--- src/rtl/serial_word_receiver_if.sv ---
// Serial receiver bus bundle.
// Groups the serial input side (ser_in, ser_valid, frame_start), the output
// handshake (out_word, out_valid, out_ready) and the status/error signals
// (busy, overrun, frame_err, parity_err, clear_err).
//   master : the environment (drives serial bits, consumes words)
//   slave  : the receiver
interface serial_word_receiver_if #(
  parameter int unsigned WIDTH = 4
);
  logic             ser_in;
  logic             ser_valid;
  logic             frame_start;
  logic             out_ready;
  logic             clear_err;
  logic [WIDTH-1:0] out_word;
  logic             out_valid;
  logic             busy;
  logic             overrun;
  logic             frame_err;
  logic             parity_err;

  modport master (
    output ser_in, ser_valid, frame_start, out_ready, clear_err,
    input  out_word, out_valid, busy, overrun, frame_err, parity_err
  );

  modport slave (
    input  ser_in, ser_valid, frame_start, out_ready, clear_err,
    output out_word, out_valid, busy, overrun, frame_err, parity_err
  );
endinterface

--- src/rtl/serial_word_receiver.sv ---
// Serial-to-parallel receiver, LSB-first framed words.
// Reassembles WIDTH-bit frames, buffers one finished word behind a
// valid/ready handshake, and reports sticky overrun/framing/parity errors.
// Ports:
//   clk   : clock, all logic on posedge
//   reset : synchronous active-high reset
//   bus   : serial_word_receiver_if.slave (serial input, output handshake,
//           status flags, clear_err)
// Optional build macro PARITY_CHECK_EN: adds a trailing even-parity bit per
// frame and drives parity_err; without it parity_err is tied 0.
module serial_word_receiver #(
  parameter int unsigned WIDTH = 4,
  parameter int unsigned CNT_W = 5
) (
  input  logic                  clk,
  input  logic                  reset,
  serial_word_receiver_if.slave bus
);

  typedef enum logic [1:0] {
    IDLE   = 2'd0,
    SHIFT  = 2'd1
`ifdef PARITY_CHECK_EN
    ,PARITY = 2'd2
`endif
  } state_t;

  localparam logic [CNT_W-1:0] LAST_IDX = CNT_W'(WIDTH - 1);

  state_t           state_q, state_d;
  logic [WIDTH-1:0] shreg_q, shreg_d;
  logic [CNT_W-1:0] cnt_q, cnt_d;
  logic [WIDTH-1:0] out_q, out_d;
  logic             vld_q, vld_d;
  logic             ovr_q, ovr_d;
  logic             ferr_q, ferr_d;

  logic [WIDTH-1:0] shift_val;
  logic [WIDTH-1:0] word_val;
  logic             word_done;
  logic             abort_set;
  logic             buf_free;

`ifdef PARITY_CHECK_EN
  logic perr_q, perr_d;
  logic par_set;
`endif

  assign shift_val = {bus.ser_in, shreg_q[WIDTH-1:1]};
  // The buffer can accept a word if empty or being drained this very cycle.
  assign buf_free  = ~vld_q | bus.out_ready;

  always_comb begin
    state_d   = state_q;
    shreg_d   = shreg_q;
    cnt_d     = cnt_q;
    word_done = 1'b0;
    word_val  = shift_val;
    abort_set = 1'b0;
`ifdef PARITY_CHECK_EN
    par_set   = 1'b0;
`endif

    case (state_q)
      IDLE: begin
        if (bus.ser_valid && bus.frame_start) begin
          shreg_d = shift_val;
          cnt_d   = CNT_W'(1);
          state_d = SHIFT;
        end
      end
      SHIFT: begin
        if (bus.ser_valid) begin
          shreg_d = shift_val;
          if (bus.frame_start) begin
            abort_set = 1'b1;
            cnt_d     = CNT_W'(1);
          end else begin
            cnt_d = cnt_q + CNT_W'(1);
            if (cnt_q == LAST_IDX) begin
`ifdef PARITY_CHECK_EN
              state_d = PARITY;
`else
              state_d   = IDLE;
              word_done = 1'b1;
`endif
            end
          end
        end
      end
`ifdef PARITY_CHECK_EN
      PARITY: begin
        if (bus.ser_valid) begin
          if (bus.frame_start) begin
            // Early frame_start on the parity slot restarts a frame.
            abort_set = 1'b1;
            shreg_d   = shift_val;
            cnt_d     = CNT_W'(1);
            state_d   = SHIFT;
          end else begin
            state_d = IDLE;
            if (^{shreg_q, bus.ser_in} == 1'b0) begin
              word_done = 1'b1;
              word_val  = shreg_q;
            end else begin
              par_set = 1'b1;
            end
          end
        end
      end
`endif
      default: state_d = IDLE;
    endcase

    // Output buffer: drain on transfer, reload (possibly same cycle) on
    // completion, drop and flag overrun when still full.
    out_d = out_q;
    vld_d = vld_q & ~bus.out_ready;
    if (word_done && buf_free) begin
      out_d = word_val;
      vld_d = 1'b1;
    end

    // Set events win over clear_err in the same cycle.
    ovr_d  = (word_done & ~buf_free) | (ovr_q & ~bus.clear_err);
    ferr_d = abort_set | (ferr_q & ~bus.clear_err);
`ifdef PARITY_CHECK_EN
    perr_d = par_set | (perr_q & ~bus.clear_err);
`endif
  end

  always_ff @(posedge clk) begin
    if (reset) begin
      state_q <= IDLE;
      shreg_q <= '0;
      cnt_q   <= '0;
      out_q   <= '0;
      vld_q   <= 1'b0;
      ovr_q   <= 1'b0;
      ferr_q  <= 1'b0;
    end else begin
      state_q <= state_d;
      shreg_q <= shreg_d;
      cnt_q   <= cnt_d;
      out_q   <= out_d;
      vld_q   <= vld_d;
      ovr_q   <= ovr_d;
      ferr_q  <= ferr_d;
    end
  end

`ifdef PARITY_CHECK_EN
  always_ff @(posedge clk) begin
    if (reset) perr_q <= 1'b0;
    else       perr_q <= perr_d;
  end
  assign bus.parity_err = perr_q;
`else
  assign bus.parity_err = 1'b0;
`endif

  assign bus.out_word  = out_q;
  assign bus.out_valid = vld_q;
  assign bus.busy      = (state_q != IDLE);
  assign bus.overrun   = ovr_q;
  assign bus.frame_err = ferr_q;

endmodule

--- src/flat_wrapper.sv ---
// flat-port wrapper written by rule: the top's interface ports become plain ports
module serial_word_receiver_flat 
#(
  parameter int unsigned WIDTH = 4,
  parameter int unsigned CNT_W = 5
)
  (clk, reset, bus_ser_in, bus_ser_valid, bus_frame_start, bus_out_ready, bus_clear_err, bus_out_word, bus_out_valid, bus_busy, bus_overrun, bus_frame_err, bus_parity_err);
  serial_word_receiver_if #(.WIDTH(WIDTH)) bus_i ();
  input  logic clk;
  input  logic reset;
  input wire logic [$bits(bus_i.ser_in)-1:0] bus_ser_in;
  input wire logic [$bits(bus_i.ser_valid)-1:0] bus_ser_valid;
  input wire logic [$bits(bus_i.frame_start)-1:0] bus_frame_start;
  input wire logic [$bits(bus_i.out_ready)-1:0] bus_out_ready;
  input wire logic [$bits(bus_i.clear_err)-1:0] bus_clear_err;
  output wire logic [$bits(bus_i.out_word)-1:0] bus_out_word;
  output wire logic [$bits(bus_i.out_valid)-1:0] bus_out_valid;
  output wire logic [$bits(bus_i.busy)-1:0] bus_busy;
  output wire logic [$bits(bus_i.overrun)-1:0] bus_overrun;
  output wire logic [$bits(bus_i.frame_err)-1:0] bus_frame_err;
  output wire logic [$bits(bus_i.parity_err)-1:0] bus_parity_err;
  assign bus_i.ser_in = bus_ser_in;
  assign bus_i.ser_valid = bus_ser_valid;
  assign bus_i.frame_start = bus_frame_start;
  assign bus_i.out_ready = bus_out_ready;
  assign bus_i.clear_err = bus_clear_err;
  assign bus_out_word = bus_i.out_word;
  assign bus_out_valid = bus_i.out_valid;
  assign bus_busy = bus_i.busy;
  assign bus_overrun = bus_i.overrun;
  assign bus_frame_err = bus_i.frame_err;
  assign bus_parity_err = bus_i.parity_err;
  serial_word_receiver #(.WIDTH(WIDTH), .CNT_W(CNT_W)) u_core (.clk(clk), .reset(reset), .bus(bus_i));
endmodule
--- config.mk ---
export PLATFORM = sky130hd
export DESIGN_NAME = serial_word_receiver_flat
export DESIGN_NICKNAME = d
export VERILOG_FILES = /design/src/rtl/serial_word_receiver_if.sv /design/src/rtl/serial_word_receiver.sv /design/src/flat_wrapper.sv
export SDC_FILE = /design/constraint.sdc
export NUM_CORES = 1
export LEC_CHECK = 0
export CAP_MARGIN = 20
export CORE_MARGIN = 4
export CORE_UTILIZATION = 27
export CTS_BUF_LIST = sky130_fd_sc_hd__clkbuf_8
export DETAILED_ROUTE_END_ITERATION = 7
export SLEW_MARGIN = 20
export SYNTH_ARGS = -nofsm -noshare
export SYNTH_HDL_FRONTEND = slang
export SYNTH_SLANG_ARGS = --single-unit
--- constraint.sdc ---
create_clock -name clk -period 3.11 [get_ports clk]
set_input_delay 0.4665 -clock clk [delete_from_list [all_inputs] [get_ports clk]]
set_output_delay 0.4665 -clock clk [all_outputs]
set_load 0.005 [all_outputs]
# Word level (Yosys, flattened, before mapping)
# Cells that the tools add are included.
[classes] mux=20 reduce_logical=7 n_eq_ne=6 addsub=1 bitwise_logic=11
[op_table] cell="$mux W5" n=3
[op_table] cell="$pmux W5 S2" n=1
[op_table] cell="$mux W1" n=8
[op_table] cell="$mux W2" n=4
[op_table] cell="$mux W4" n=2
[op_table] cell="$pmux W4 S2" n=1
[op_table] cell="$add A5 B1 Y5 const B" n=1
[op_table] cell="$eq A5 B2 Y1 const B" n=1
[op_table] cell="$and A1 B1 Y1" n=4
[op_table] cell="$ne A2 B1 Y1 const B" n=2
[op_table] cell="$ne A2 B2 Y1 const B" n=2
[op_table] cell="$not A1 Y1" n=4
[op_table] cell="$pmux W2 S2" n=1
[op_table] cell="$reduce_and A4 Y1" n=1
[op_table] cell="$reduce_bool A2 Y1" n=2
[op_table] cell="$or A1 B1 Y1" n=3
[op_table] cell="$reduce_and A3 Y1" n=1
[op_table] cell="$eq A2 B1 Y1 const B" n=1
[op_table] cell="$logic_and A1 B1 Y1" n=2
[op_table] cell="$logic_not A2 Y1" n=1
[totals] in_bits=7 wordCells=52 reg_bits=18

# Depth between registers and ports, before layout
[logic_depth] ltp_word=7 ltp_mapped=5 mapped_depth_nobuf=4

# Least setup slack after synthesis
# No wires, ideal clock.
[synth_path] path_type="register to register" startpoint="register u_core.cnt_q[0]" endpoint="register u_core.out_q[0], in the netlist u_core.bus.out_word[0]" path_stages_with_launch=5 synth_period_minus_slack_ps=1630 required_time_ps=3038 path_slack_ps=1480 t_arrival_ps=1558 cell_sequence="dfxtp_1 -> ha_1 -> or4b_4 -> nor3b_4 -> mux2i_1"
[synth_between] elab_chain_cells=6
[synth_rtl] element="start: declaration" line_no="serial_word_receiver.sv:32" rtl="logic [CNT_W-1:0] cnt_q, cnt_d;"
[synth_rtl] element="start signal: assignment" line_no="serial_word_receiver.sv:144" rtl="cnt_q <= cnt_d;"
[synth_rtl] element="$eq A5 B2 Y1" line_no="serial_word_receiver.sv:80" rtl="if (cnt_q == LAST_IDX) begin"
[synth_rtl] element="$mux W1" line_no="serial_word_receiver.sv:80"
[synth_rtl] element="$mux W1" line_no="serial_word_receiver.sv:75" rtl="if (bus.frame_start) begin"
[synth_rtl] element="$mux W1" line_no="serial_word_receiver.sv:73" rtl="if (bus.ser_valid) begin"
[synth_rtl] element="$mux W1" line_no="serial_word_receiver.sv:64" rtl="case (state_q)"
[synth_rtl] element="$logic_and A1 B1 Y1" line_no="serial_word_receiver.sv:119" rtl="if (word_done && buf_free) begin"
[synth_rtl] element="end signal: assignment" line_no="serial_word_receiver.sv:145" rtl="out_q <= out_d;"
[synth_rtl] element="end: declaration" line_no="serial_word_receiver.sv:33" rtl="logic [WIDTH-1:0] out_q, out_d;"
# No other way between the ends.
# A chain may end at the register's enable or synchronous reset.

# Final worst setup path
[layout_path] startpoint="register u_core.cnt_q[0]" endpoint="register u_core.out_q[3], in the netlist u_core.bus.out_word[3]"
# Same word-level chain as after synthesis.

==> run metrics <==
result of the run=completed; largest net degree at the start of global routing=21; sw power=0.00008948 W; Cells on Worst Hold Path=2; first-pass GRT wire length=2.497 mm; unrepaired setup endpoints after global routing=no; fillcell total=266; Finished Layout Cells=120; Placed Instances=116; Post-Synthesis Cells=77; final period utilization=0.5744; Hold Crit Start=u_core.bus.out_word[2]; CP arrival=1.97 ns; Main synth FF type=dfxtp_1; share of post-route cells with drive strength above 1=0.06667; sink of the worst hold path=u_core.bus.out_word[2]; Core Rows=18; Synth area leader=dfxtp_1; GR Overflow Total=0; CP Data Required Time=3.29 ns; clock tree root driver cell=clkbuf_8; Setup Viol. Count Final=0; P_int=0.0003373 W; initial antenna violation count=0; Pwr per Cell Area=457.3 nW/um^2; Flop pwr share=0.499; GRT met2 Usage=0.1358; clock latency on the worst-skew pair=0.25 ns; CTS Buffer Depth=2; Routed wire per std cell=12.33 um; Avg Cell Area, Syn=9.408 sq um; Via Count=578; Hold WC Path Type=flop to flop; Worst R2R Start=u_core.cnt_q[0]; placer's final routability congestion estimate=0.8074; CTS hold repair buffers=0; relative slew slack=0.5926; CTS tree=yes; Die Ht=59.80 um; DRC Markers=0; port buffer count=14; fmax=0.5598 GHz; gr busiest metal=met2; Multi-input gate area=372.9 sq um; setup TNS=0 ns; critical path startpoint category=flop; Initial Utilization=0.2872; Nets=99; R2R depth=4; met1 GRT Util=0.1245; Slew @ Worst Pin=0.6092 ns; Hold Vio Cnt, Final=0; post-CTS setup buffers=0; drt pass-1 iters=4; Synth Cell Area=724.4 sq um; max-slew violations=0; I/O pin cnt=16; Area Growth Syn to Fin=28.84%; Tmin final=1.786 ns; sequential area share after synthesis=0.4421; placed wire-length estimate=1.066 mm; Async S/R FF share, synth=0; FF+latch count, synth=16; Total Wirelength=1.479 mm; reg2reg setup slack=1.32 ns; Yosys Warn Count=0; Reg clk slew, reported paths=0.06 ns; EDFF count, synth=0; Mapped Nets=85; CTS H-Tree Depth=1; critical path class=flop to flop; RR Endpoint=u_core.bus.out_word[3]; vias in the first global route=557; die area=3576 sq um; Clk pwr share=0.430; Setup Skew=0.001410 ns; leakage power=0.3277 nW; Initial DRC Count=8; top-area cell type share of the netlist area=0.4421; core area=2522 sq um; library cells used by synthesis=26; Setup crit end kind=flop; MaxCap Viol Count=0; most area-consuming cells after synthesis=dfxtp_1 (44%), mux2i_1 (9.7%), nand2b_1 (7.8%); CTS buffer count=3; DR vias/cell=4.817; # clock sinks=16; All-Layer GR Usage=0.09410; DIE WIDTH=59.80 um; crit-path max FO=6; combinational power share=0.072; global-route track usage on met3=0.04320; final antenna-violating net count=0; Switching Fraction=0.2096; Peak VDD IR=300.0 uV; post-cts resize count=0; storage element area=320.3 sq um; Antenna diodes=0
-- power by group through the flow --
stage / clock [W] / combinational, W / sequential (W)
after floorplan: 0 / 0.0000190 / 0.000215
after global placement: 0 / 0.0000304 / 0.000217
after detailed placement: 0 / 0.0000307 / 0.000217
after CTS: 0.000192 / 0.0000308 / 0.000213
after global routing: 0.000198 / 0.0000340 / 0.000214
final: 0.000183 / 0.0000306 / 0.000213
-- per-layer routing --
metal / share of wire / vias up
met3: 0.047 / 2
met2: 0.45 / 11
li1: - / 299
met5: 0 / -
met1: 0.50 / 266
met4: 0.0047 / 0
-- cells in the final DEF (no fill, tap or decap) --
cell type,synthesis,final
or4b_4,1,1
mux2i_1,7,7
ha_1,1,1
inv_1,2,2
conb_1,1,1
a22oi_1,1,1
nor3b_4,1,1
nand2_1,1,1
o21ai_1,1,1
clkbuf_8,0,4
nand4_1,2,2
dfxtp_1,16,16
a32oi_1,2,2
a21oi_1,6,6
nor2b_1,2,2
nor4b_1,1,1
nand2b_1,9,9
o21ai_0,4,4
a41oi_1,2,2
clkdlybuf4s50_1,0,14
and3b_1,1,1
a211oi_1,1,1
nor2_1,7,7
or3_1,2,2
nand3b_1,1,1
-- worst max-delay path, stage by stage, from the launching register on --
cell     delay, ns
dfxtp_1       0.40
ha_1          0.27
or4b_4        0.52
nor3b_4       0.31
mux2i_1       0.21
-- cells in the mapped netlist, types with 2 or more instances --
library cell  count
mux2i_1           7
nor2_1            7
inv_1             2
o21ai_0           4
a21oi_1           6
dfxtp_1          16
clkbuf_1          3
a41oi_1           2
nor2b_1           2
nand2b_1          9
a32oi_1           2
nand4_1           2
or3_1             2
-- sequential cells by signal, indices dropped and copies added, names as in the netlist --
signal	cells
u_core.bus.out_valid	1
u_core.state_q	1
u_core.bus.frame_err	1
u_core.shreg_q	3
u_core.cnt_q	5
u_core.bus.out_word	4
u_core.bus.overrun	1
-- per-stage QoR --
step / hold slack, ns / setup slack (ns) / cell area [sq um] / utilization / total power [W]
after floorplan: 0.4518 / 1.480 / 724.4 / - / 0.0002345
after global placement: 0.4658 / 1.117 / 878.3 / 0.3482 / 0.0002478
after detailed placement: 0.4666 / 1.085 / 878.3 / 0.3482 / 0.0002482
after CTS: 0.4853 / 1.321 / 933.4 / 0.3700 / 0.0004359
after global routing: 0.5096 / 1.198 / 933.4 / 0.3700 / 0.0004458
final: 0.4764 / 1.324 / 933.4 / 0.3700 / 0.0004268
-- kinds of logic (layout without fill, tap and decap cells) --
group / Yosys count / after routing / synth area share
AND/OR/NAND/NOR: 28 / 28 / 0.2504
AO/OA/AOI/OAI: 17 / 17 / 0.1451
flip-flops: 16 / 16 / 0.4421
multiplexers: 7 / 7 / 0.09672
buffers and inverters: 7 / 20 / 0.04318
adder cells (fa/ha/maj): 1 / 1 / 0.01727
other: 1 / 1 / 0.005176
-- area by class of cell --
| cell class | instances | area share |
|---|---|---|
| inverters | 2 | 0.008043 |
| multi-input cells | 54 | 0.3995 |
| flip-flops and latches | 16 | 0.3432 |
| well taps | 30 | 0.04021 |
| clock buffers | 4 | 0.05898 |
| repair buffers | 14 | 0.1501 |
-- worst max path at each step --
stage,slack (ns),end,from
CTS,1.32,u_core.bus.out_word[3],u_core.cnt_q[0]
detailed placement,1.09,u_core.bus.out_word[3],bus_frame_start
global route,1.20,u_core.bus.out_word[3],u_core.cnt_q[0]
finish,1.32,u_core.bus.out_word[3],u_core.cnt_q[0]
floorplan,1.48,u_core.bus.out_word[0],u_core.cnt_q[0]
global placement,1.12,u_core.bus.out_word[3],bus_frame_start
Note: power is estimated with default switching activity, not from simulation.
